[config.mk]
export PLATFORM = sky130hd
export DESIGN_NAME = i2c_phase_timer_flat
export DESIGN_NICKNAME = d
export VERILOG_FILES = /design/src/rtl/i2c_phase_timer_if.sv /design/src/rtl/i2c_phase_timer.sv /design/src/flat_wrapper.sv
export SDC_FILE = /design/constraint.sdc
export NUM_CORES = 1
export LEC_CHECK = 0
export CORE_ASPECT_RATIO = 1.5
export CORE_UTILIZATION = 38
export CTS_CLUSTER_SIZE = 14
export DETAILED_ROUTE_END_ITERATION = 10
export HOLD_SLACK_MARGIN = 0.12
export PLACE_DENSITY_LB_ADDON = 0.25
export SKIP_CTS_REPAIR_TIMING = 1
export SYNTH_ARGS = -nofsm -noshare
export SYNTH_HDL_FRONTEND = slang
export SYNTH_SLANG_ARGS = --single-unit
[constraint.sdc]
create_clock -name clk_i -period 8.9 [get_ports clk_i]
set_clock_uncertainty 0.1 [all_clocks]
set_input_delay 2.225 -clock clk_i [delete_from_list [all_inputs] [get_ports clk_i]]
set_output_delay 2.225 -clock clk_i [all_outputs]
set_load 0.005 [all_outputs]
[src/rtl/i2c_phase_timer_if.sv]
// Control/status bundle between the I2C master FSM and the multi-phase bit timer.
// The master modport drives control and observes timing pulses; the slave modport is the timer.
interface i2c_phase_timer_if #(
   parameter int unsigned SIZE    = 16,
   parameter int unsigned PHASES  = 4,
   parameter int unsigned TO_SIZE = 20
);
   localparam int unsigned IDX_W = (PHASES > 1) ? $clog2(PHASES) : 1;

   logic               start;
   logic               stop;
   logic               mode;
   logic               hold;
   logic [SIZE-1:0]    ticks;
   logic [TO_SIZE-1:0] timeout_ticks;
   logic [PHASES-1:0]  phase;
   logic [IDX_W-1:0]   phase_idx;
   logic               bit_done;
   logic               busy;
   logic               timeout;

   modport master (
      output start, stop, mode, hold, ticks, timeout_ticks,
      input  phase, phase_idx, bit_done, busy, timeout
   );

   modport slave (
      input  start, stop, mode, hold, ticks, timeout_ticks,
      output phase, phase_idx, bit_done, busy, timeout
   );
endinterface

[src/rtl/i2c_phase_timer.sv]
// Multi-phase I2C bit timer: splits each bit into PHASES equal phases, with SCL
// stretch support on entry to HOLD_PHASE (assumed 1..PHASES-1) and a stretch timeout.
module i2c_phase_timer #(
   parameter int unsigned SIZE       = 16,
   parameter int unsigned PHASES     = 4,
   parameter int unsigned HOLD_PHASE = 2,
   parameter int unsigned TO_SIZE    = 20
) (
   input logic               clk_i,
   input logic               rst_ni,
   i2c_phase_timer_if.slave  ctrl_io
);
   localparam int unsigned IDX_W = (PHASES > 1) ? $clog2(PHASES) : 1;

   typedef enum logic [1:0] {
      IDLE    = 2'd0,
      RUN     = 2'd1,
      STRETCH = 2'd2
   } state_e;

   state_e             state_q, state_d;
   logic [SIZE-1:0]    ticks_q, ticks_d;
   logic               mode_q, mode_d;
   logic [SIZE-1:0]    cnt_q, cnt_d;
   logic [IDX_W-1:0]   idx_q, idx_d;
   logic [TO_SIZE-1:0] s_q, s_d;
   logic [PHASES-1:0]  phase_q, phase_d;
   logic               bit_done_q, bit_done_d;
   logic               busy_q, busy_d;
   logic               timeout_q, timeout_d;
   logic [SIZE-1:0]    ticks_eff_c;

   assign ticks_eff_c = (ctrl_io.ticks == '0) ? SIZE'(1) : ctrl_io.ticks;

   always_ff @(posedge clk_i) begin
      if (!rst_ni) begin
         state_q    <= IDLE;
         ticks_q    <= '0;
         mode_q     <= 1'b0;
         cnt_q      <= '0;
         idx_q      <= '0;
         s_q        <= '0;
         phase_q    <= '0;
         bit_done_q <= 1'b0;
         busy_q     <= 1'b0;
         timeout_q  <= 1'b0;
      end else begin
         state_q    <= state_d;
         ticks_q    <= ticks_d;
         mode_q     <= mode_d;
         cnt_q      <= cnt_d;
         idx_q      <= idx_d;
         s_q        <= s_d;
         phase_q    <= phase_d;
         bit_done_q <= bit_done_d;
         busy_q     <= busy_d;
         timeout_q  <= timeout_d;
      end
   end

   // Next state and registered outputs; pulses default low every cycle.
   always_comb begin
      state_d    = state_q;
      ticks_d    = ticks_q;
      mode_d     = mode_q;
      cnt_d      = cnt_q;
      idx_d      = idx_q;
      s_d        = s_q;
      phase_d    = '0;
      bit_done_d = 1'b0;
      busy_d     = busy_q;
      timeout_d  = 1'b0;

      if (ctrl_io.stop) begin
         state_d = IDLE;
         cnt_d   = '0;
         idx_d   = '0;
         s_d     = '0;
         busy_d  = 1'b0;
      end else if (ctrl_io.start) begin
         state_d = RUN;
         ticks_d = ticks_eff_c;
         mode_d  = ctrl_io.mode;
         cnt_d   = ticks_eff_c - SIZE'(1);
         idx_d   = '0;
         s_d     = '0;
         phase_d = PHASES'(1);
         busy_d  = 1'b1;
      end else begin
         case (state_q)
            IDLE: begin
               busy_d = 1'b0;
            end
            RUN: begin
               if (cnt_q != '0) begin
                  cnt_d = cnt_q - SIZE'(1);
               end else if (idx_q == IDX_W'(PHASES - 1)) begin
                  bit_done_d = 1'b1;
                  idx_d      = '0;
                  if (mode_q) begin
                     state_d = IDLE;
                     busy_d  = 1'b0;
                  end else begin
                     cnt_d   = ticks_q - SIZE'(1);
                     phase_d = PHASES'(1);
                  end
               end else if ((idx_q == IDX_W'(HOLD_PHASE - 1)) && ctrl_io.hold) begin
                  // Slave holds SCL low: freeze the phase counter until released.
                  state_d = STRETCH;
                  s_d     = TO_SIZE'(1);
               end else begin
                  idx_d   = idx_q + IDX_W'(1);
                  cnt_d   = ticks_q - SIZE'(1);
                  phase_d = PHASES'(1) << (idx_q + IDX_W'(1));
               end
            end
            STRETCH: begin
               if (!ctrl_io.hold) begin
                  state_d = RUN;
                  idx_d   = IDX_W'(HOLD_PHASE);
                  cnt_d   = ticks_q - SIZE'(1);
                  phase_d = PHASES'(1) << HOLD_PHASE;
                  s_d     = '0;
               end else if ((ctrl_io.timeout_ticks != '0) && (s_q >= ctrl_io.timeout_ticks)) begin
                  state_d   = IDLE;
                  timeout_d = 1'b1;
                  cnt_d     = '0;
                  idx_d     = '0;
                  s_d       = '0;
                  busy_d    = 1'b0;
               end else if (s_q != '1) begin
                  s_d = s_q + TO_SIZE'(1);
               end
            end
            default: begin
               state_d = IDLE;
               busy_d  = 1'b0;
               idx_d   = '0;
               cnt_d   = '0;
               s_d     = '0;
            end
         endcase
      end
   end

   assign ctrl_io.phase     = phase_q;
   assign ctrl_io.phase_idx = idx_q;
   assign ctrl_io.bit_done  = bit_done_q;
   assign ctrl_io.busy      = busy_q;
   assign ctrl_io.timeout   = timeout_q;

endmodule

[src/flat_wrapper.sv]
// flat-port wrapper written by rule: the top's interface ports become plain ports
module i2c_phase_timer_flat 
#(
   parameter int unsigned SIZE       = 16,
   parameter int unsigned PHASES     = 4,
   parameter int unsigned HOLD_PHASE = 2,
   parameter int unsigned TO_SIZE    = 20
)
  (clk_i, rst_ni, ctrl_io_start, ctrl_io_stop, ctrl_io_mode, ctrl_io_hold, ctrl_io_ticks, ctrl_io_timeout_ticks, ctrl_io_phase, ctrl_io_phase_idx, ctrl_io_bit_done, ctrl_io_busy, ctrl_io_timeout);
  i2c_phase_timer_if #(.SIZE(SIZE), .PHASES(PHASES), .TO_SIZE(TO_SIZE)) ctrl_io_i ();
  input logic clk_i;
  input logic rst_ni;
  input wire logic [$bits(ctrl_io_i.start)-1:0] ctrl_io_start;
  input wire logic [$bits(ctrl_io_i.stop)-1:0] ctrl_io_stop;
  input wire logic [$bits(ctrl_io_i.mode)-1:0] ctrl_io_mode;
  input wire logic [$bits(ctrl_io_i.hold)-1:0] ctrl_io_hold;
  input wire logic [$bits(ctrl_io_i.ticks)-1:0] ctrl_io_ticks;
  input wire logic [$bits(ctrl_io_i.timeout_ticks)-1:0] ctrl_io_timeout_ticks;
  output wire logic [$bits(ctrl_io_i.phase)-1:0] ctrl_io_phase;
  output wire logic [$bits(ctrl_io_i.phase_idx)-1:0] ctrl_io_phase_idx;
  output wire logic [$bits(ctrl_io_i.bit_done)-1:0] ctrl_io_bit_done;
  output wire logic [$bits(ctrl_io_i.busy)-1:0] ctrl_io_busy;
  output wire logic [$bits(ctrl_io_i.timeout)-1:0] ctrl_io_timeout;
  assign ctrl_io_i.start = ctrl_io_start;
  assign ctrl_io_i.stop = ctrl_io_stop;
  assign ctrl_io_i.mode = ctrl_io_mode;
  assign ctrl_io_i.hold = ctrl_io_hold;
  assign ctrl_io_i.ticks = ctrl_io_ticks;
  assign ctrl_io_i.timeout_ticks = ctrl_io_timeout_ticks;
  assign ctrl_io_phase = ctrl_io_i.phase;
  assign ctrl_io_phase_idx = ctrl_io_i.phase_idx;
  assign ctrl_io_bit_done = ctrl_io_i.bit_done;
  assign ctrl_io_busy = ctrl_io_i.busy;
  assign ctrl_io_timeout = ctrl_io_i.timeout;
  i2c_phase_timer #(.SIZE(SIZE), .PHASES(PHASES), .HOLD_PHASE(HOLD_PHASE), .TO_SIZE(TO_SIZE)) u_core (.clk_i(clk_i), .rst_ni(rst_ni), .ctrl_io(ctrl_io_i));
endmodule
==> results of run 1 <==
worst register-to-register path: stages, from the launching register on:
cell	delay, ns
dfxtp_1	0.42
ha_1	0.30
nand4_1	0.17
nor3_1	0.07
a211oi_1	0.37
nor2_2	0.15
nor3_1	1.01
o21ai_2	0.29
a211oi_1	0.29
kinds of logic (layout without fill, tap and decap cells):
family,after synthesis,after routing
XOR/XNOR,40,40
adder cells (fa/ha/maj),31,31
flip-flops,64,64
multiplexers,5,5
AND/OR/NAND/NOR,245,245
AO/OA/AOI/OAI,148,148
buffers and inverters,67,111
worst max-delay path by stage:
stage                                   to  slack (ns)  cells after the start
final                     u_core.cnt_q[11]        3.61                     10
after global routing      u_core.cnt_q[11]        3.32                     10
after CTS                 u_core.cnt_q[11]        3.63                     10
after detailed placement  u_core.cnt_q[11]        3.30                     10
after global placement     u_core.cnt_q[1]        3.36                     10
after floorplan            u_core.cnt_q[6]        4.48                     10
report_power, final:
part           internal [mW]  switching, mW
logic                 0.0586         0.0769
registers              0.294        0.00867
clock network          0.258          0.123
total                  0.611          0.209
metrics by stage:
step | util | cell area (sq um) | instances | power [mW]
5_1_grt | 0.469 | 5630 | 797 | 0.853
3_3_place_gp | 0.442 | 5310 | 782 | 0.441
2_1_floorplan | - | 4720 | 600 | 0.392
6_report | 0.469 | 5630 | 797 | 0.820
4_1_cts | 0.469 | 5630 | 797 | 0.827
3_5_place_dp | 0.442 | 5310 | 782 | 0.443
routing by layer:
layer / wire length (um) / GRT usage / vias up
met5: 0 / 0 / -
met3: 569 / 0.0418 / 41
met1: 4960 / 0.204 / 2138
met4: 564 / 0.126 / 0
li1: - / - / 2282
met2: 7470 / 0.414 / 141
area by class of cell:
type,count,area (sq um)
Clock inverter,3,65.1
Sequential cell,64,1280
Clock buffer,12,256
Inverter,44,165
Tap cell,153,191
Multi-Input combinational cell,469,3160
Fill cell,1242,6380
Timing Repair Buffer,52,515
synth_stat cells, types with 11 or more instances:
| cell type | number |
|---|---|
| nand4_1 | 13 |
| ha_1 | 31 |
| or3_1 | 11 |
| a21boi_0 | 16 |
| nand2_1 | 75 |
| nor4_1 | 15 |
| a211oi_1 | 17 |
| inv_1 | 44 |
| dfxtp_1 | 64 |
| xnor2_1 | 22 |
| a21oi_1 | 25 |
| nor2_1 | 31 |
| xor2_1 | 18 |
| a31oi_1 | 16 |
| clkbuf_1 | 15 |
| nor3_1 | 20 |
| nand3_1 | 25 |
| o21ai_0 | 18 |
sequential cells by signal (all words and copies together) (netlist names):
signal / cells
u_core.state_q: 2
u_core.ticks_q: 16
u_core.mode_q: 1
u_core.ctrl_io.timeout: 1
u_core.ctrl_io.busy: 1
u_core.s_q: 20
u_core.ctrl_io.phase_idx: 2
u_core.ctrl_io.phase: 4
u_core.cnt_q: 16
u_core.ctrl_io.bit_done: 1
layout by cell type (no fill, tap or decap), types with 20 or more instances in the layout:
| cell | count |
|---|---|
| nand2_1 | 75 |
| dfxtp_1 | 64 |
| xnor2_1 | 22 |
| nor2_1 | 31 |
| inv_1 | 44 |
| nand3_1 | 25 |
| a21oi_1 | 25 |
| clkdlybuf4s50_1 | 50 |
| ha_1 | 31 |
| nor3_1 | 20 |
==> metrics.yaml, run 1 <==
logic_synthesis:
  synthAdderAreaFrac: 0.0822
  synth_area_leaders: "dfxtp_1 27%, ha_1 8.2%, nand2_1 6.0%"
  syn_area_per_cell_sq_um: 7.87
  synth-simple-area-share: 0.279
  synth_top_family_by_area: "simple AND/OR/NAND/NOR gates"
  ys_seq_area_frac: 0.271
  synth.largest_area_cell: "dfxtp_1"
  synth_edf_count: 0
  synth_xor_area_frac: 0.0742
  synth-async-reset-ratio: 0
  synth_mux_area_frac: 0.0106
  syn_area_sq_um: 4720
  synth_compound_area_frac: 0.223
  yosysWarnings: 0
  ys.flop_type: "dfxtp_1"
  ys_ff_latch: 64
  synth_cell_type_count: 69
  yosysTopAreaCellShare: 0.271
  synth_nets: 673
  synthCells: 600
flow_run:
  maxCapViolations: 0
routing:
  vias: 4602
  drtIter0Drc: 207
  drt-vias-per-instance: 5.77
  drcViolationCount: 0
  wl_per_cell_um: 17.0
  wl_um: 13600
  dr.pass1.iters: 6
  ant_nets: 0
sta:
  min_period_ns: 5.29
  worst-slew-pin-transition_ns: 1.24
  relSlewSlack: 0.169
  min_period_over_period: 0.594
  fmax_mhz: 189
  final.setup.tns_ns: 0
  hold_ws_ns: 0.382
  rsz0062_at_grt: "no"
  hold_viol: 0
  timing.final.ws_setup_ns: 3.61
  setup_viol: 0
  drv_slew: 0
critical_path:
  path_class: "input pin to register"
  worstPathMaxFanout: 11
  start_kind: "input pin"
  r2r-end: "u_core.cnt_q[11]"
  slowest_stage: "nor3_1"
  cp.arrival_ns: 5.42
  rrSetupSlack_ns: 5.63
  setup.worst_path.start: "ctrl_io_timeout_ticks[19]"
  crit_chain: "clkdlybuf4s50_1 -> inv_1 -> ha_1 -> nand4_1 -> nor3_1 -> a211oi_1 -> nor2_2 -> nor3_1 -> o21ai_2 -> a211oi_1"
  max_stage_delay_ns: 1.01
  cp_top_family: "simple AND/OR/NAND/NOR gates"
  crit_required_ns: 9.03
  rr_worst_depth: 8
  endpoint_kind: "register"
  cp_num_buf_inv: 2
  timing.rr.start: "u_core.s_q[19]"
grt:
  gr-total-overflow: 0
  grt_max_degree: 27
  track_usage: 0.215
  grt_first_pass_wirelength_um: 21700
  grt_pass1_vias: 4642
  antenna_found_initial: 0
min_path:
  holdCritPathClass: "register to register"
  holdPathEnd: "u_core.cnt_q[14]"
  holdPathStages: 2
  min_from: "u_core.cnt_q[14]"
pwr:
  powerDensity_nw_per_um2: 145
  max-vdd-ir-drop_mv: 0.105
  leakage_nw: 2.06
layout:
  areaGrowthSynthToFinish_pct: 19.4
  final_layout_size_suffix_gt1_frac: 0.0559
  layout.nets: 713
  diodes: 0
die:
  die_h_um: 138
  die_w_um: 93.0
  initial_core_util: 0.393
  core_sq_um: 12000
  pin_count: 51
  dieArea_sq_um: 12900
  std_cell_rows: 49
placed_design:
  io_buffers: 50
  pre_cts_ws_ns: 3.30
  place_hpwl_um: 10600
  gp_congestion: 0.930
cts:
  numCtsBuffers: 9
  clkSinkCount: 64
  clk_pin_slew_ns: 0.05
  tritoncts: "yes"
  clk-insertion-delay-late_ns: 0.33
  cts-root-buf: "clkbuf_16"
  clock_path_buffers: 2
  h-tree-depth: 3
run_status:
  status: "complete, no violations"
Note: power is estimated with default switching activity, not from simulation.
==> run 2: changes to the inputs <==
==> constraint.sdc (replaced) <==
create_clock -name clk_i -period 4.9 [get_ports clk_i]
set_clock_uncertainty 0.1 [all_clocks]
set_input_delay 1.225 -clock clk_i [delete_from_list [all_inputs] [get_ports clk_i]]
set_output_delay 1.225 -clock clk_i [all_outputs]
set_load 0.005 [all_outputs]
==> run 2 against run 1 <==
Net effect:
- global-route usage up 0.36 points
- sequential share of layout area down 0.37 points
- cell count up 0.88%
- design area up 1.6%
- sequential power up 81%
- combinational power up 85%
- utilization up 0.77 points
- via count up 1.5%
- sequential cell count unchanged
- non-clock buffer count up 6
- die area unchanged
- largest cell class unchanged
- largest power group unchanged
==> metrics.yaml, run 2 (synthesis results as in run 1) <==
die:
  die_h_um: 138
  std_cell_rows: 49
  pin_count: 51
  initial_core_util: 0.393
  dieArea_sq_um: 12900
  core_sq_um: 12000
  die_w_um: 93.0
routing:
  drtIter0Drc: 210
  drt-vias-per-instance: 5.81
  wl_per_cell_um: 16.9
  vias: 4673
  dr.pass1.iters: 4
  ant_nets: 0
  wl_um: 13600
  drcViolationCount: 0
critical_path:
  worstPathMaxFanout: 7
  rrSetupSlack_ns: 1.91
  crit_required_ns: 5.03
  endpoint_kind: "register"
  start_kind: "input pin"
  path_class: "input pin to register"
  cp.arrival_ns: 4.12
layout:
  final_cell_mix: "75 x nand2_1, 64 x dfxtp_1, 50 x clkdlybuf4s50_1"
  reg.largest.list: "u_core.s_q: 20 flops, u_core.cnt_q: 16 flops, u_core.ticks_q: 16 flops"
  final_layout_size_suffix_gt1_frac: 0.0676
  postLayoutCoreUtil: 0.477
  diodes: 0
  n_fill_cell: 1247
  layout.nets: 719
  largest_reg_flops: 20
  design_area_sq_um: 5730
  layout_commonest_cell: "nand2_1"
  stdcell_count: 804
  largest_register: "u_core.s_q"
  areaGrowthSynthToFinish_pct: 21.3
sta:
  final.setup.tns_ns: 0
  hold_ws_ns: 0.385
  worst-slew-pin-transition_ns: 0.993
  drv_slew: 0
  fmax_mhz: 250
  rsz0062_at_grt: "no"
  relSlewSlack: 0.336
  setup_viol: 0
  hold_viol: 0
  min_period_ns: 4.00
  timing.final.ws_setup_ns: 0.904
  min_period_over_period: 0.816
cts:
  clkSinkCount: 64
  cts-root-buf: "clkbuf_16"
  numCtsBuffers: 9
  clock_path_buffers: 2
  tritoncts: "yes"
  clk-insertion-delay-late_ns: 0.34
  h-tree-depth: 3
  clk_pin_slew_ns: 0.06
placed_design:
  pre_cts_ws_ns: 0.553
  io_buffers: 50
  gp_congestion: 0.884
  dp_cells: 788
  dpl_cell_area_sq_um: 5360
  place_hpwl_um: 10500
grt:
  antenna_found_initial: 0
  busiest_layer: "met2"
  track_usage: 0.219
  grt_pass1_vias: 4683
  grtUsageMet1: 0.218
  grt_first_pass_wirelength_um: 22100
  met2_usage: 0.411
  gr-total-overflow: 0
  grt_max_degree: 27
  use_met3: 0.0347
pwr:
  max-vdd-ir-drop_mv: 0.216
  power.total_mw: 1.60
  leakage_nw: 2.10
  powerDensity_nw_per_um2: 280
flow_run:
  maxCapViolations: 0
run_status:
  status: "complete, no violations"
min_path:
  holdCritPathClass: "register to register"
run 2: cell type report:
class                      instances  area, sq um  area share
sequential                        64         1280       0.224
timing repair buffer              58          561      0.0979
tap                              153          191      0.0334
clock inverter                     7          144      0.0251
inverter                          44          165      0.0288
clock buffer                       9          225      0.0393
multi-input combinational        469         3160       0.552
run 2: where the power goes:
part	leakage, nW	internal, mW	total (mW)	switching, mW
Sequential	0.519	0.533	0.549	0.0156
Combinational	1.41	0.108	0.250	0.141
Clock	0.172	0.549	0.802	0.253
Total	2.10	1.19	1.60	0.410
run 2: worst paths after layout:
check	endpoint	cells after the start	from
worst min register to register	u_core.ticks_q[15]	2	u_core.ticks_q[15]
worst min-delay path	u_core.ticks_q[15]	2	u_core.ticks_q[15]
worst max-delay path	u_core.cnt_q[6]	11	ctrl_io_timeout_ticks[19]
worst max register to register	u_core.cnt_q[1]	9	u_core.s_q[19]
run 2: worst max-delay path, stage by stage:
cell and delay, ns:
clkdlybuf4s50_1 0.47, inv_1 0.05, ha_1 0.31, nand4_1 0.18, nor4_1 0.39, nor2_1 0.12, a311oi_4 0.46, nor3_1 0.21
buf_4 0.21, o2111a_1 0.24, a311o_1 0.26
run 2: layer usage:
layer  wire, um  share of wire  vias to the layer above
li1           -              -                     2302
met1       5150           0.38                     2174
met2       7310           0.54                      153
met3        549          0.040                       44
met4        609          0.045                        0
met5          0              0                        -
==> run 3: changes to the inputs <==
==> constraint.sdc (replaced) <==
create_clock -name clk_i -period 3.6 [get_ports clk_i]
set_clock_uncertainty 0.1 [all_clocks]
set_input_delay 0.9 -clock clk_i [delete_from_list [all_inputs] [get_ports clk_i]]
set_output_delay 0.9 -clock clk_i [all_outputs]
set_load 0.005 [all_outputs]
==> run 3 against run 2 <==
Net effect:
- via count up 2.7%
- sequential share of layout area down 1.0 points
- largest power group unchanged
- highest routed layer unchanged
- critical path type unchanged
- worst hold slack worse by 0.0098 ns
==> metrics.yaml, run 3 (synthesis results as in run 1) <==
placed_design:
  place_hpwl_um: 11300
  gp_congestion: 0.864
  io_buffers: 50
layout:
  reg.largest.list: "u_core.s_q: 20 flops, u_core.cnt_q: 16 flops, u_core.ticks_q: 16 flops"
  layout.nets: 754
  n_fill_cell: 1213
  final_layout_size_suffix_gt1_frac: 0.117
  regArea_sq_um: 1280
  areaGrowthSynthToFinish_pct: 27.1
  postLayoutCoreUtil: 0.499
  largest_reg_flops: 20
  multi_input_area_sq_um: 3170
  final_cell_mix: "75 x nand2_1, 64 x dfxtp_1, 50 x clkdlybuf4s50_1"
  layout_commonest_cell: "nand2_1"
  largest_register: "u_core.s_q"
  diodes: 0
routing:
  wl_um: 14300
  ant_nets: 0
  vias: 4797
  drcViolationCount: 0
  wl_per_cell_um: 17.0
  drtIter0Drc: 256
  dr.pass1.iters: 5
  drt-vias-per-instance: 5.72
cts:
  numCtsBuffers: 9
  tritoncts: "yes"
  cts-root-buf: "clkbuf_16"
  clock_path_buffers: 2
  clk-insertion-delay-late_ns: 0.34
  h-tree-depth: 3
  clk_pin_slew_ns: 0.05
  clkSinkCount: 64
flow_run:
  maxCapViolations: 0
pwr:
  leakage_nw: 2.28
  clockPowerShare: 0.479
  switchingPower_mw: 0.555
  netSwitchingFraction: 0.261
  max-vdd-ir-drop_mv: 0.238
  powerDensity_nw_per_um2: 354
  power.share.sequential: 0.352
  power.total_mw: 2.12
  combPwrFrac: 0.170
  internal-power_mw: 1.57
sta:
  worst-slew-pin-transition_ns: 0.570
  min_period_ns: 3.38
  relSlewSlack: 0.617
  hold_viol: 0
  rsz0062_at_grt: "no"
  final.setup.tns_ns: 0
  drv_slew: 0
  setup_viol: 0
  min_period_over_period: 0.940
  fmax_mhz: 295
min_path:
  holdPathStages: 2
  holdCritPathClass: "register to register"
  holdPathEnd: "u_core.cnt_q[14]"
  min_from: "u_core.cnt_q[14]"
critical_path:
  worstPathMaxFanout: 18
  slowest_stage: "clkdlybuf4s50_1"
  cp.arrival_ns: 3.49
  path_class: "input pin to register"
  rrSetupSlack_ns: 0.69
  cp_common_cell: "buf_4"
  cp_top_family: "buffers and inverters"
  start_kind: "input pin"
  timing.rr.start: "u_core.cnt_q[7]"
  endpoint_kind: "register"
  cp_num_buf_inv: 5
  max_stage_delay_ns: 0.49
  crit_required_ns: 3.71
  r2r-end: "u_core.cnt_q[1]"
  crit_chain: "clkdlybuf4s50_1 -> inv_1 -> ha_1 -> nand4_1 -> nor4_1 -> nor2_1 -> a311oi_4 -> buf_4 -> nor4_2 -> buf_4 -> o21ai_2 -> buf_12 -> a31oi_1"
  rr_worst_depth: 7
grt:
  gr-total-overflow: 0
  antenna_found_initial: 0
  track_usage: 0.227
  grt_pass1_vias: 4852
  grt_first_pass_wirelength_um: 23000
  grt_max_degree: 19
die:
  die_w_um: 93.0
  core_sq_um: 12000
  pin_count: 51
  initial_core_util: 0.393
  dieArea_sq_um: 12900
  die_h_um: 138
  std_cell_rows: 49
run_status:
  status: "complete, no violations"
[run 3: worst max path at each step]
stage	from	to	slack, ns	depth (start not counted)
after global placement	ctrl_io_ticks[7]	u_core.cnt_q[4]	-0.07	12
after floorplan	ctrl_io_timeout_ticks[19]	u_core.cnt_q[6]	0.51	10
final	ctrl_io_timeout_ticks[19]	u_core.s_q[5]	0.22	13
after detailed placement	ctrl_io_timeout_ticks[14]	u_core.s_q[5]	-0.12	10
after CTS	ctrl_io_ticks[7]	u_core.cnt_q[12]	0.16	13
after global routing	ctrl_io_timeout_ticks[5]	u_core.s_q[11]	0.01	14
[run 3: power by group through the flow]
stage | logic, mW | registers, mW | clock network, mW
finish | 0.360 | 0.747 | 1.02
global route | 0.396 | 0.749 | 1.06
CTS | 0.361 | 0.747 | 1.03
detailed placement | 0.358 | 0.762 | 0
global placement | 0.354 | 0.761 | 0
floorplan | 0.213 | 0.756 | 0
[run 3: layer usage]
metal	vias up	wire, um	global-route usage
li1	2357	-	-
met1	2232	5130	0.216
met2	154	7860	0.442
met3	54	575	0.0297
met4	0	715	0.143
met5	-	0	0
[run 3: worst register-to-register path: stages (launching register included)]
cell and delay, ns:
dfxtp_1 0.35, nor3_1 0.40, nand3_1 0.39, o31ai_1 0.63, nand2_1 0.34, o221ai_1 0.38
or3_1 0.16, o211a_1 0.12
[run 3: area by class of cell]
cell class                 count  share of cell area
tap                          153              0.0319
sequential                    64               0.214
clock inverter                 7              0.0200
clock buffer                   9              0.0376
multi-input combinational    469               0.528
timing repair buffer          93               0.141
inverter                      44              0.0275
[run 3: per-stage QoR]
step / instance area [sq um] / worst slack (ns) / cells / hold slack (ns)
final: 6000 / 0.215 / 839 / 0.375
after global routing: 6000 / 0.0119 / 839 / 0.401
after CTS: 5990 / 0.157 / 839 / 0.373
after detailed placement: 5650 / -0.122 / 823 / 0.363
after global placement: 5650 / -0.0662 / 823 / 0.362
after floorplan: 4720 / 0.508 / 600 / 0.350
